### src/rtl/aes_stream_packer.sv
// Packs a byte stream into 128-bit blocks for an external AES core and streams the
// ciphertext back out byte by byte. Define AES_STREAM_CBC_EN for CBC chaining (default ECB).
module aes_stream_packer #(
   parameter int WAIT_LIMIT = 64
) (
   input  logic           sys_clk,
   input  logic           sys_rst_n,
   input  logic           in_valid,
   output logic           in_ready,
   input  logic [7:0]     in_byte,
   input  logic [0:127]   iv,
   input  logic           iv_load,
   output logic           aes_start,
   output logic [0:127]   aes_text,
   input  logic           aes_ready,
   input  logic [0:127]   aes_result,
   output logic           out_valid,
   input  logic           out_ready,
   output logic [7:0]     out_byte,
   output logic           err,
   output logic [1:0]     dbg_state
);

   // Handshakes: a byte moves on a port only in a cycle where its valid and ready are both 1;
   // in_ready and out_valid depend only on the FSM state, never on the partner's signal.

   localparam int WW = (WAIT_LIMIT > 1) ? $clog2(WAIT_LIMIT) : 1;
   localparam logic [WW-1:0] WAIT_LAST = WW'(WAIT_LIMIT - 1);

   typedef enum logic [1:0] {
      S_FILL  = 2'd0,
      S_START = 2'd1,
      S_WAIT  = 2'd2,
      S_DRAIN = 2'd3
   } state_t;

   state_t         state_q, state_d;
   logic [3:0]     cnt_q, cnt_d;
   logic [WW-1:0]  wait_q, wait_d;
   logic [0:127]   buf_q, buf_d;
   logic [0:127]   res_q, res_d;
   logic           err_q, err_d;

   always_ff @(posedge sys_clk) begin
      if (!sys_rst_n) begin
         state_q <= S_FILL;
         cnt_q   <= '0;
         wait_q  <= '0;
         buf_q   <= '0;
         res_q   <= '0;
         err_q   <= 1'b0;
      end else begin
         state_q <= state_d;
         cnt_q   <= cnt_d;
         wait_q  <= wait_d;
         buf_q   <= buf_d;
         res_q   <= res_d;
         err_q   <= err_d;
      end
   end

   always_comb begin
      state_d   = state_q;
      cnt_d     = cnt_q;
      wait_d    = wait_q;
      buf_d     = buf_q;
      res_d     = res_q;
      err_d     = err_q;
      in_ready  = 1'b0;
      aes_start = 1'b0;
      out_valid = 1'b0;
      out_byte  = 8'h00;
      case (state_q)
         S_FILL: begin
            in_ready = 1'b1;
            if (in_valid) begin
               buf_d[{cnt_q, 3'b000} +: 8] = in_byte;
               cnt_d = cnt_q + 4'd1;
               if (cnt_q == 4'd15) state_d = S_START;
            end
         end
         S_START: begin
            aes_start = 1'b1;
            wait_d    = '0;
            state_d   = S_WAIT;
         end
         S_WAIT: begin
            if (aes_ready) begin
               res_d   = aes_result;
               state_d = S_DRAIN;
            end else if (wait_q == WAIT_LAST) begin
               // Cipher never answered: drop the block, flag it, keep the stream alive.
               err_d   = 1'b1;
               state_d = S_FILL;
            end else begin
               wait_d = wait_q + 1'b1;
            end
         end
         S_DRAIN: begin
            out_valid = 1'b1;
            out_byte  = res_q[{cnt_q, 3'b000} +: 8];
            if (out_ready) begin
               cnt_d = cnt_q + 4'd1;
               if (cnt_q == 4'd15) state_d = S_FILL;
            end
         end
         default: state_d = S_FILL;
      endcase
   end

`ifdef AES_STREAM_CBC_EN
   logic [0:127] chain_q, chain_d;

   always_comb begin
      chain_d = chain_q;
      if (state_q == S_FILL && cnt_q == 4'd0 && iv_load) chain_d = iv;
      if (state_q == S_WAIT && aes_ready) chain_d = aes_result;
   end

   always_ff @(posedge sys_clk) begin
      if (!sys_rst_n) chain_q <= '0;
      else            chain_q <= chain_d;
   end

   assign aes_text = buf_q ^ chain_q;
`else
   logic unused_iv;
   assign unused_iv = ^{iv, iv_load};
   assign aes_text  = buf_q;
`endif

   assign err       = err_q;
   assign dbg_state = state_q;

endmodule

### config.mk
export PLATFORM = sky130hd
export DESIGN_NAME = aes_stream_packer
export DESIGN_NICKNAME = d
export VERILOG_FILES = /design/src/rtl/aes_stream_packer.sv
export SDC_FILE = /design/constraint.sdc
export NUM_CORES = 1
export LEC_CHECK = 0
export BUFFER_PORTS_ARGS = -buffer_cell sky130_fd_sc_hd__buf_2
export CAP_MARGIN = 30
export CORE_AREA = 2 2 162 164
export CTS_BUF_LIST = sky130_fd_sc_hd__clkbuf_4 sky130_fd_sc_hd__clkbuf_8
export DETAILED_ROUTE_END_ITERATION = 10
export DIE_AREA = 0 0 164 166
export GPL_TIMING_DRIVEN = 0
export PLACE_DENSITY = 0.74
export SLEW_MARGIN = 30
export SYNTH_ARGS = -nofsm -noshare
export SYNTH_HDL_FRONTEND = slang
export SYNTH_SLANG_ARGS = --single-unit
### constraint.sdc
create_clock -name sys_clk -period 4.05 [get_ports sys_clk]
set_input_delay 0 -clock sys_clk [delete_from_list [all_inputs] [get_ports sys_clk]]
set_output_delay 0 -clock sys_clk [all_outputs]
set_load 0.03 [all_outputs]
==> reports/results.tsv <==
metric	value	unit
status	finished, final reports clean	
maxcap violations	0	
die area	27200	µm²
mux share of post-synthesis cell area	14.6	%
synthesized area per cell	9.46	µm²
Max Root-Sink Buffers	3	
sequential fraction of the synthesis area	46.8	%
period utilization	68.7	%
Final Critical Period	2.78	ns
Gate Count Post-Synth	1218	
cts repair resizes	0	
clk_lat worst skew	0.55	ns
row count	59	
Filler cells	2062	
worst-margin pin slew	0.808	ns
Die H	166	µm
complex-gate fraction of the synthesized area	12.4	%
DRT iter0 DRCs	624	
via count of the first global-routing pass	10800	
vias per cell	5.14	
Final setup violation count	0	
static leakage	6.86	nW
Crit. End Element	output port	
PD cells	362	nW/µm²
TritonCTS Buffers	44	
DR pass1 iterations	5	
cell accounting for the most synthesized area	dfxtp_1	
Final Net Count	1960	
Critical Setup Path Class	register to output port	
Root Buffer	clkbuf_8	
starting density of the core	45.0	%
Post-Synth Adder-Cell Area	0.760	%
routability cong.	0.848	
Overflow after GRT	0	
Final Hold Fails	0	
final wirelength	38500	µm
CP Data Arrival Time	2.78	ns
I/O pin count	412	
vias	10600	
Hold WC Path Type	primary input to register	
layout cells sized above 1	25.9	%
core area	25600	µm²
Yosys cell types	43	
Post-DRT Antenna Nets	0	
clock sinks	269	
first-pass GRT wire length	58900	µm
Yosys top cell area share	46.8	%
Worst-path clk slew	0.06	ns
chip width	164	µm
Post-synth EDFFs	0	
Max Freq	359	MHz
clk_skew	0.0205	ns
Residual DRC	0	
antenna violations before repair	3	
Area Overhead vs Synth	36.4	%
max_slew headroom	45.7	%
IO Port Bufs	281	
XOR/XNOR share of the synthesized area	0.152	%
VDD IR-drop max	0.240	mV
largest family of logic cells by synthesized area	simple AND/OR/NAND/NOR gates	
Net Count, Synth	1495	
wl on met1	15200	µm
TritonCTS clock tree	built	
most frequent cells in the layout	312 x buf_2, 311 x nand2_1, 269 x dfxtp_1, 162 x a21boi_0, 138 x dlygate4sd3_1	
most common cell after layout, fill and taps aside	buf_2	
wire length per cell	18.7	µm
met2 wire length	18500	µm
metal3 WL	3090	µm
Synth Flop Type	dfxtp_1	
post-synthesis simple-gate area fraction	22.0	%
Worst setup SP type	register	
top sig layer	met4	
GRT Total Usage	27.7	%
DP Wirelength	25700	µm
synth top area cells	dfxtp_1 47%, a21boi_0 11%, nand2_1 10%	
YS warnings	0	
RSZ-0062 raised after global routing	false	
synthesized cell area	11500	µm²
setup TNS	0	ns
largest net degree at the start of global routing	12	
Worst EP required	4.05	ns
Slew Limit Fails	0	
flops & latches, synth	269	
Final Power	5.69	mW
asr flop ratio synth	0	%
CTS H-tree depth	2	
CP max FO	10	
-- per-stage QoR --
step / cell area [µm²] / hold WS (ns) / util [%] / worst slack, ns / instances
floorplan: 11500 / 0.145 / - / 2.21 / 1218
global placement: 13300 / 0.255 / 52.1 / 1.81 / 1834
detailed placement: 13300 / 0.258 / 52.1 / 1.81 / 1834
CTS: 15700 / 0.0294 / 61.3 / 1.22 / 2052
global route: 15700 / 0.0661 / 61.3 / 1.05 / 2055
finish: 15700 / 0.0617 / 61.3 / 1.27 / 2055
-- critical path, stage by stage (launching register included) --
cell and delay, ns:
dfxtp_1 0.43, buf_2 0.31, buf_1 0.56, mux4_2 0.45, a22oi_1 0.20, nand3_1 0.10
buf_2 0.20
-- metal layers --
| metal | vias to the layer above | global-route usage [%] |
|---|---|---|
| met5 | - | 0 |
| met4 | 0 | 12.0 |
| met3 | 121 | 6.37 |
| li1 | 5046 | - |
| met1 | 4937 | 32.5 |
| met2 | 451 | 48.0 |
-- logic make-up (layout without fill, tap and decap cells) --
family,after synthesis,count (layout)
other cells,0,3
flops,269,269
mux,128,128
xor+xnor,2,2
compound gates,190,190
buf+inv,89,588
fa+ha+maj,7,7
simple gates,533,533
-- state kept, by name, summed over array words and instances (netlist names) --
name / cells
dbg_state: 2
err: 1
wait_q: 6
res_q: 128
cnt_q: 4
aes_text: 128
-- Yosys cell counts (5+ instances only) --
cell / count
nor2_1: 9
nand2_1: 311
inv_1: 7
mux4_2: 32
ha_1: 7
and2_1: 31
a22oi_1: 8
dfxtp_1: 269
clkbuf_1: 44
and3_1: 5
nand3_1: 46
buf_2: 31
nand2b_1: 9
a21boi_0: 162
nand3_2: 12
nor2b_1: 100
mux2i_1: 96
-- final timing paths --
check	startpoint	endpoint	slack (ns)	cells past startpoint
max	cnt_q[1]	out_byte[7]	1.27	6
min	in_valid	cnt_q[1]	0.06	4
max reg2reg	dbg_state[1]	res_q[59]	1.82	7
min reg2reg	aes_text[88]	aes_text[88]	0.46	2
-- timing repair --
item | CTS | global route
hold endpoints to repair | 166 | 0
buffers inserted | 0 | 0
setup endpoints to repair | 0 | 0
hold buffers | 138 | 0
-- area by class of cell --
class	instances	area (µm²)	share of cell area, %
Clock buffer	73	930	5.92
Inverter	8	30.0	0.191
Clock inverter	7	43.8	0.279
Multi-Input combinational cell	860	5760	36.6
Buffer	81	348	2.21
Sequential cell	269	5390	34.3
Antenna cell	3	7.51	0.0478
Tap cell	335	419	2.67
Timing Repair Buffer	419	2790	17.7
-- power by group --
part	switching, mW	internal, mW	leakage (nW)
Clock	1.09	1.45	0.514
Sequential	0.00777	2.66	2.17
Combinational	0.241	0.244	4.18
Power figures use the tool's default switching activity.
